[config.mk]
export PLATFORM = sky130hd
export DESIGN_NAME = spsram_stream_rd
export DESIGN_NICKNAME = d
export VERILOG_FILES = /design/src/rtl/frodo_sram_pkg.sv /design/src/rtl/spsram_rd_fifo.sv /design/src/rtl/spsram_stream_rd.sv
export SDC_FILE = /design/constraint.sdc
export NUM_CORES = 1
export LEC_CHECK = 0
export CAP_MARGIN = 20
export CORE_ASPECT_RATIO = 1.1
export CORE_UTILIZATION = 41
export CTS_BUF_LIST = sky130_fd_sc_hd__clkbuf_4 sky130_fd_sc_hd__clkbuf_8 sky130_fd_sc_hd__clkbuf_16
export DETAILED_ROUTE_END_ITERATION = 10
export GPL_TIMING_DRIVEN = 0
export PLACE_DENSITY = 0.65
export SLEW_MARGIN = 25
export SYNTH_ARGS = -nofsm -noshare
export SYNTH_HDL_FRONTEND = slang
export SYNTH_HIERARCHICAL = 1
export SYNTH_SLANG_ARGS = --single-unit
[constraint.sdc]
create_clock -name clk -period 4.3 [get_ports clk]
set_input_delay 0.86 -clock clk [delete_from_list [all_inputs] [get_ports clk]]
set_output_delay 0.86 -clock clk [all_outputs]
set_load 0.01 [all_outputs]
[src/rtl/frodo_sram_pkg.sv]
// Shared constants, FSM state type and address helper for the
// 320x36 SRAM stream read sequencer.
package frodo_sram_pkg;

  localparam int unsigned N           = 36;
  localparam int unsigned M           = 9;
  localparam int unsigned DEPTH_WORDS = 320;
  localparam int unsigned FIFO_DEPTH  = 3;
  localparam int unsigned CNT_W       = $clog2(FIFO_DEPTH + 1);

  typedef enum logic [1:0] {
    IDLE  = 2'd0,
    RUN   = 2'd1,
    DRAIN = 2'd2,
    DONE  = 2'd3
  } state_e;

  // Sequential SRAM address with wrap at the last valid word
  function automatic logic [M-1:0] addr_next(input logic [M-1:0] a);
    return (a == M'(DEPTH_WORDS - 1)) ? '0 : a + M'(1);
  endfunction

endpackage

[src/rtl/spsram_rd_fifo.sv]
// Small synchronous FIFO with first-word-fall-through head and an
// occupancy count; simultaneous push and pop keeps the count unchanged.
module spsram_rd_fifo #(
  parameter int unsigned W     = 36,
  parameter int unsigned DEPTH = 3
) (
  input  logic                         clk,
  input  logic                         rst,
  input  logic                         i_push,
  input  logic [W-1:0]                 i_data,
  input  logic                         i_pop,
  output logic [W-1:0]                 o_data,
  output logic [$clog2(DEPTH+1)-1:0]   o_count
);

  localparam int unsigned PW = (DEPTH > 1) ? $clog2(DEPTH) : 1;
  localparam int unsigned CW = $clog2(DEPTH + 1);

  logic [W-1:0]  r_mem [DEPTH];
  logic [PW-1:0] r_wr_ptr;
  logic [PW-1:0] r_rd_ptr;
  logic [CW-1:0] r_count;
  logic          w_do_push;
  logic          w_do_pop;

  function automatic logic [PW-1:0] ptr_inc(input logic [PW-1:0] p);
    return (p == PW'(DEPTH - 1)) ? '0 : p + PW'(1);
  endfunction

  assign w_do_pop  = i_pop && (r_count != '0);
  assign w_do_push = i_push && ((r_count != CW'(DEPTH)) || w_do_pop);

  always_ff @(posedge clk or posedge rst) begin
    if (rst) begin
      for (int unsigned i = 0; i < DEPTH; i++) r_mem[i] <= '0;
      r_wr_ptr <= '0;
      r_rd_ptr <= '0;
      r_count  <= '0;
    end else begin
      if (w_do_push) begin
        r_mem[r_wr_ptr] <= i_data;
        r_wr_ptr        <= ptr_inc(r_wr_ptr);
      end
      if (w_do_pop) r_rd_ptr <= ptr_inc(r_rd_ptr);
      case ({w_do_push, w_do_pop})
        2'b10:   r_count <= r_count + CW'(1);
        2'b01:   r_count <= r_count - CW'(1);
        default: r_count <= r_count;
      endcase
    end
  end

  assign o_data  = r_mem[r_rd_ptr];
  assign o_count = r_count;

endmodule

[src/rtl/spsram_stream_rd.sv]
// Read-side sequencer for the 320x36 single-port SRAM: issues sequential
// reads, absorbs the 1-cycle read latency and streams words out.
module spsram_stream_rd
  import frodo_sram_pkg::*;
(
  input  logic         clk,
  input  logic         rst,
  input  logic         start,
  input  logic [M-1:0] base_addr,
  input  logic [M:0]   len,
  output logic         busy,
  output logic         done,
  output logic         m_valid,
  input  logic         m_ready,
  output logic [N-1:0] m_data,
  output logic         mem_en,
  output logic         mem_we,
  output logic [M-1:0] mem_addr,
  input  logic [N-1:0] mem_dout
);

  localparam int unsigned LEN_W = M + 1;
  localparam int unsigned OCC_W = CNT_W + 1;

  state_e           r_state;
  state_e           w_state_nxt;
  logic [LEN_W-1:0] r_rem;
  logic [LEN_W-1:0] w_rem_nxt;
  logic [M-1:0]     r_addr;
  logic [M-1:0]     w_addr_nxt;
  logic             r_mem_en;
  logic             w_mem_en_nxt;
  logic             r_inflight;
  logic             w_infl_nxt;
  logic             r_busy;
  logic             r_done;
  logic [CNT_W-1:0] w_count;
  logic [OCC_W-1:0] w_occ_nxt;
  logic [N-1:0]     w_fifo_data;
  logic             w_pop;
  logic [M-1:0]     w_base_c;
  logic [LEN_W-1:0] w_len_c;

  spsram_rd_fifo #(
    .W     (N),
    .DEPTH (FIFO_DEPTH)
  ) u_fifo (
    .clk     (clk),
    .rst     (rst),
    .i_push  (r_inflight),
    .i_data  (mem_dout),
    .i_pop   (w_pop),
    .o_data  (w_fifo_data),
    .o_count (w_count)
  );

  assign m_valid  = (w_count != '0);
  assign m_data   = w_fifo_data;
  assign w_pop    = m_valid && m_ready;
  assign mem_en   = r_mem_en;
  assign mem_we   = 1'b0;
  assign mem_addr = r_addr;
  assign busy     = r_busy;
  assign done     = r_done;

  assign w_base_c = (base_addr >= M'(DEPTH_WORDS)) ? '0 : base_addr;
  assign w_len_c  = (len > LEN_W'(DEPTH_WORDS)) ? LEN_W'(DEPTH_WORDS) : len;

  // Next-cycle occupancy/inflight let mem_en be registered yet obey the issue rule
  assign w_infl_nxt = r_mem_en;
  assign w_occ_nxt  = {1'b0, w_count} + OCC_W'(r_inflight) - OCC_W'(w_pop);

  always_comb begin
    w_state_nxt  = r_state;
    w_rem_nxt    = r_mem_en ? r_rem - LEN_W'(1) : r_rem;
    w_addr_nxt   = r_mem_en ? addr_next(r_addr) : r_addr;
    w_mem_en_nxt = 1'b0;
    case (r_state)
      IDLE: begin
        if (start) begin
          w_rem_nxt   = w_len_c;
          w_addr_nxt  = w_base_c;
          w_state_nxt = (w_len_c == '0) ? DONE : RUN;
        end
      end
      RUN: begin
        if (w_rem_nxt == '0) w_state_nxt = DRAIN;
      end
      DRAIN: begin
        if ((w_occ_nxt == '0) && !w_infl_nxt) w_state_nxt = DONE;
      end
      DONE:    w_state_nxt = IDLE;
      default: w_state_nxt = IDLE;
    endcase
    w_mem_en_nxt = (w_state_nxt == RUN) && (w_rem_nxt != '0) &&
                   ((w_occ_nxt + OCC_W'(w_infl_nxt)) < OCC_W'(FIFO_DEPTH));
  end

  always_ff @(posedge clk or posedge rst) begin
    if (rst) begin
      r_state    <= IDLE;
      r_rem      <= '0;
      r_addr     <= '0;
      r_mem_en   <= 1'b0;
      r_inflight <= 1'b0;
      r_busy     <= 1'b0;
      r_done     <= 1'b0;
    end else begin
      r_state    <= w_state_nxt;
      r_rem      <= w_rem_nxt;
      r_addr     <= w_addr_nxt;
      r_mem_en   <= w_mem_en_nxt;
      r_inflight <= w_infl_nxt;
      r_busy     <= (w_state_nxt != IDLE);
      r_done     <= (w_state_nxt == DONE);
    end
  end

endmodule
# After elaboration in Yosys (flattened, before gate mapping)
# Index checks and enable logic that the tools add are counted.
# classes
n_addsub	9
n_lt_le_gt_ge	6
n_mux	23
eq_ne	11
n_reduce_logical	17
n_bitwise	2
# op_table
cell	count
108-bit bitwise mux	1
36-bit two-way mux	3
36-bit binary-select mux with 2-bit select	1
36-bit demux with 2-bit select	1
9-bit two-way mux	5
10-bit two-way mux	4
10-bit logical NOT	2
2-bit == test (second input constant)	6
2-bit two-way mux	6
10-bit by 9-bit > comparator with 1-bit output (second input constant)	1
10-bit nonzero test	1
10-bit by 1-bit subtractor with 10-bit output (second input constant)	1
9-bit by 1-bit adder with 9-bit output (second input constant)	1
9-bit == test (second input constant)	1
9-bit >= comparator (second input constant)	1
2-bit one-hot mux with 4 select lines	1
1-bit logical AND	7
2-bit by 1-bit adder with 2-bit output (second input constant)	3
2-bit by 1-bit == test with 1-bit output (second input constant)	3
3-bit >= comparator (second input constant)	2
2-bit inverter with 3-bit output	2
2-bit nonzero test	3
2-bit one-hot mux with 2 select lines	1
2-bit by 1-bit adder with 3-bit output	1
10 further kinds	10
# word_totals
reg_bits	139
elab_cells	81
output_inout_bits	50
input_bits	59

# Logic depth before layout (Yosys ltp)
# Gate-level depths: netlist of run 1.
# depth
ltp_word	10
depth_mapped	12
depth_no_buf	12

# Cells and area by module
# The synthesis of run 1 kept the hierarchy.
# modules_own_cells
module	area_per_inst_um2	instances	seq_area_each_um2	cells_each
spsram_rd_fifo	5305.1	1	2852.7	376
spsram_stream_rd	1642.8	1	625.6	176

# Least setup slack after synthesis of run 1
# No wires, ideal clock.
# synth_path
kind	in2reg
start	in m_ready
end	reg r_done, in the netlist done
setup_time_ns	0.094
path_stages	10
n_path_buf	0
arrival_ns	2.980
path_slack_ns	1.226
required_time_ns	4.206
path_cell_list	and2_1 -> ha_1 -> inv_1 -> ha_1 -> inv_1 -> fa_1 -> or4b_2 -> o21ai_0 -> o31ai_1 -> a211oi_1
# synth_via
elab_chain_cells	7
# synth_rtl
item	line	source
from (decl)	spsram_stream_rd.sv:14	input logic m_ready,
1-bit logical AND	spsram_stream_rd.sv:59	assign w_pop = m_valid && m_ready;
3-bit by 1-bit subtractor with 3-bit output	spsram_stream_rd.sv:71	assign w_occ_nxt = {1'b0, w_count} + OCC_W'(r_inflight) - OCC_W'(w_pop);
3-bit logical NOT	spsram_stream_rd.sv:90	if ((w_occ_nxt == '0) && !w_infl_nxt) w_state_nxt = DONE;
1-bit logical AND	spsram_stream_rd.sv:90	
2-bit two-way mux	spsram_stream_rd.sv:90	
2-bit one-hot mux with 4 select lines	spsram_stream_rd.sv:78	case (r_state)
2-bit == test	spsram_stream_rd.sv:115	r_done <= (w_state_nxt == DONE);
to (signal assigned)	spsram_stream_rd.sv:115	
to (decl)	spsram_stream_rd.sv:36	logic r_done;
# Every way passes these cells.
# A chain may end at the register's enable or synchronous reset.

# Worst setup path in the final report of run 1
# layout_path
start	reg u_fifo.r_rd_ptr[0]
end	out m_data[7]
# layout_via
elab_chain_cells	4
# layout_rtl
item	line	source
from (decl)	spsram_rd_fifo.sv:21	logic [PW-1:0] r_rd_ptr;
from (signal assigned)	spsram_rd_fifo.sv:44	if (w_do_pop) r_rd_ptr <= ptr_inc(r_rd_ptr);
2-bit inverter with 3-bit output (implied by the code)	spsram_rd_fifo.sv:53	assign o_data = r_mem[r_rd_ptr];
36-bit binary-select mux with 2-bit select	spsram_rd_fifo.sv:53	
36-bit two-way mux (implied by the code) (2 in series)	spsram_rd_fifo.sv:53	
to (decl)	spsram_stream_rd.sv:15	output logic [N-1:0] m_data,
# Every way passes these cells. The select of a mux whose other input is x is not followed.

==> results of run 1 <==
[state kept, by name (all words and copies together), names as in the netlist]
name,flops
u_fifo/r_wr_ptr,2
u_fifo/r_rd_ptr,2
u_fifo/r_mem,108
r_inflight,1
u_fifo/o_count,2
r_rem,10
r_state,2
mem_en,1
mem_addr,9
done,1
busy,1
[where the power goes]
group / internal [mW] / switching (mW)
logic: 1.89 / 1.38
registers: 1.96 / 0.440
clock network: 1.08 / 0.546
[worst max-delay path: cells and delay by family, from the launching register on]
family / cells / cell delay (ns)
compound gates: 1 / 0.18
flops: 1 / 0.36
buf+inv: 4 / 1.67
simple gates: 2 / 0.24
[final cells by class]
cell class                      count  area share, %
Buffer                             30          2.413
Clock buffer                       21          5.286
Clock inverter                     11          2.120
Inverter                           19         0.8508
Multi-Input combinational cell    364          35.47
Sequential cell                   139          38.77
Tap cell                          204          2.845
Timing Repair Buffer              108          12.25
[worst paths after layout]
kind	cells after the start	start	slack (ns)	end
max in group asynchronous	3	rst	2.74	u_fifo/r_mem[89]
setup / recovery	7	u_fifo/r_rd_ptr[0]	0.58	m_data[7]
setup reg to reg	11	u_fifo/o_count[1]	1.09	done
hold / removal	0	mem_en	0.46	r_inflight
min in group asynchronous	2	rst	0.86	u_fifo/o_count[1]
hold reg to reg	0	mem_en	0.46	r_inflight
[kinds of logic (layout without fill, tap and decap cells)]
| kind of cell | Yosys count | after routing | share of synthesized area, % |
|---|---|---|---|
| muxes | 148 | 148 | 26.47 |
| DFF | 139 | 139 | 50.06 |
| and+or+nand+nor | 106 | 106 | 8.248 |
| AOI/OAI and AO/OA | 85 | 85 | 7.455 |
| buffers and inverters | 49 | 189 | 4.142 |
| xor gates and xnor gates | 16 | 16 | 2.017 |
| adders and majority gates | 8 | 8 | 1.549 |
| other | 1 | 1 | 0.05397 |
[synthesized netlist by cell type, types with 2 or more instances]
library cell    n  area share (%)
nor4b_1         5            0.63
nand3_1         2            0.14
o31ai_1         2            0.22
dfrtp_1       139              50
and4b_1         4            0.58
o21ai_0        54             3.9
buf_6           5            0.81
and3_1          2            0.18
inv_1          19             1.0
mux2_4         59              13
nor2b_1         3            0.27
a211oi_1        3            0.32
a21oi_1         3            0.22
mux2i_1        39             5.6
o32ai_1         5            0.63
nand4_1         2            0.18
or2_2           2            0.18
mux2_2         50             8.1
and2_1          3            0.27
nor2_1         12            0.65
a41oi_1         2            0.25
a21bo_2         2            0.29
nand3b_1        3            0.32
a31oi_1         2            0.18
nor3_1          4            0.29
ha_1            7             1.3
buf_4           2            0.22
nand2_1        51             2.8
or4_1           2            0.22
clkbuf_1       11            0.59
xor2_1          8             1.0
xnor2_1         8             1.0
buf_2           8            0.58
a21o_1          2            0.22
buf_12          3            0.86
[per-layer routing]
metal	global-route usage [%]	routed length, um	vias up
li1	-	-	2227
met1	24.46	7272	2396
met2	31.26	7673	112
met3	4.707	655	17
met4	6.722	206	0
met5	0	0	-
==> metrics.txt, run 1 <==
first-pass iteration count of the detailed router=4; Max H-tree Level=4; area delta synth->final=29.12%; Required @ worst endpoint=3.44 ns; hold buffer count at CTS=0; first-pass GRT wire length=25910 um; CTS tree=built; worst setup slack after layout=0.5762 ns; Hold Fails Final Rpt=0; Fin Hold WS=0.4561 ns; WL/cell=17.64 um; vias in the first global route=4972; Initial DRC Count=157; Worst setup EP type=output pin; Final Skew=0.009943 ns; die width=126.1 um; via count=4752; Core Util, Final=54.40%; Crit Path Max Fanout=10; Final nets=746; Critical Path Max Stage Delay=0.62 ns; headroom to the max-slew limit=39.46%; ys flop type=dfrtp_1; Final setup viols=0; Worst VDD drop=0.3419 mV; power per cell area=814.6 nW/um2; Max Clk Rate=268.5 MHz; Reg area=3478 um2; Startpoint Class=register; WS Path Type=register to output pin; Cell Rows=49; cts bufs inserted=17; Initial Util=42.13%; Max-Cap Viols=0; gpl congestion=0.8431; Core Box Area=16490 um2; Slowest-stage cell, CP=clkdlybuf4s50_1; synth unique cells=59; I/O pin total=109; yosys warns=6; ratio of cells with drive above 1 in the final layout=24.71%; Root Buffer=clkbuf_16; hpwl dp=10900 um; hold crit path type=register to register; initial antenna violation count=0; Clock transition at path regs=0.06 ns; RSZ-0062 raised after global routing=no; clk buf depth=2; grt ovf=0; Post-Syn Instances=552; clk sinks=139; Post-Syn Area=6948 um2; sequential-to-total area share from yosys stat=50.06%; gr usage total=19.05%; most used cell, CP=clkbuf_1; I/O Buffers=107; largest net degree at the start of global routing=78; die area=17470 um2; antenna cells=0; Non-Filler Instances=896; sum of routed wire length over all layers=15810 um; syn_area_per_cell=12.59 um2; Post-CTS Setup Inserts=0; DRC Markers=0; placed cell area=8307 um2; design area=8971 um2; Worst-Margin Slew=0.9025 ns; status=finished, final reports clean; DP Cell Count=864; clock insertion delay at the later pin of the skew report=0.41 ns; multi-input logic area=3182 um2; leak pwr=3.834 nW; setup TNS=0 ns; commonest non-fill, non-tap cells in the layout=dfrtp_1 (139), clkdlybuf4s50_1 (107), mux2_4 (59); fillcell total=1335; chip height=138.5 um; commonest non-fill, non-tap cell in the layout=dfrtp_1; Final Cycle Share=86.60%; # resized after CTS=0; syn_nets=619; Antenna Nets Post-Route=0; synthesis-stage register bit count=139; pre-CTS setup slack=0.6258 ns; Via density=5.304; Worst EP arrival=2.86 ns; EDFF count, synth=0; Final Max Slew Viols=0; worst-path cell chain=clkbuf_1, nor2b_1, clkbuf_1, clkbuf_1, nand2_1, o21ai_0, clkdlybuf4s50_1; Final Total Pwr=7.308 mW; async set-reset flop share out of synthesis=100.0%; crit path time final=3.724 ns
Power figures use the tool's default switching activity.
==> run 2: changes to the inputs <==
--- a/config.mk
+++ b/config.mk
@@ -9,6 +9,7 @@
 export CORE_ASPECT_RATIO = 1.1
 export CORE_UTILIZATION = 41
 export CTS_BUF_LIST = sky130_fd_sc_hd__clkbuf_4 sky130_fd_sc_hd__clkbuf_8 sky130_fd_sc_hd__clkbuf_16
+export CTS_CLUSTER_DIAMETER = 30
 export DETAILED_ROUTE_END_ITERATION = 10
 export GPL_TIMING_DRIVEN = 0
 export PLACE_DENSITY = 0.65
==> results of run 2 <==
The final DEF is identical to that of run 1; final timing and power are the same.
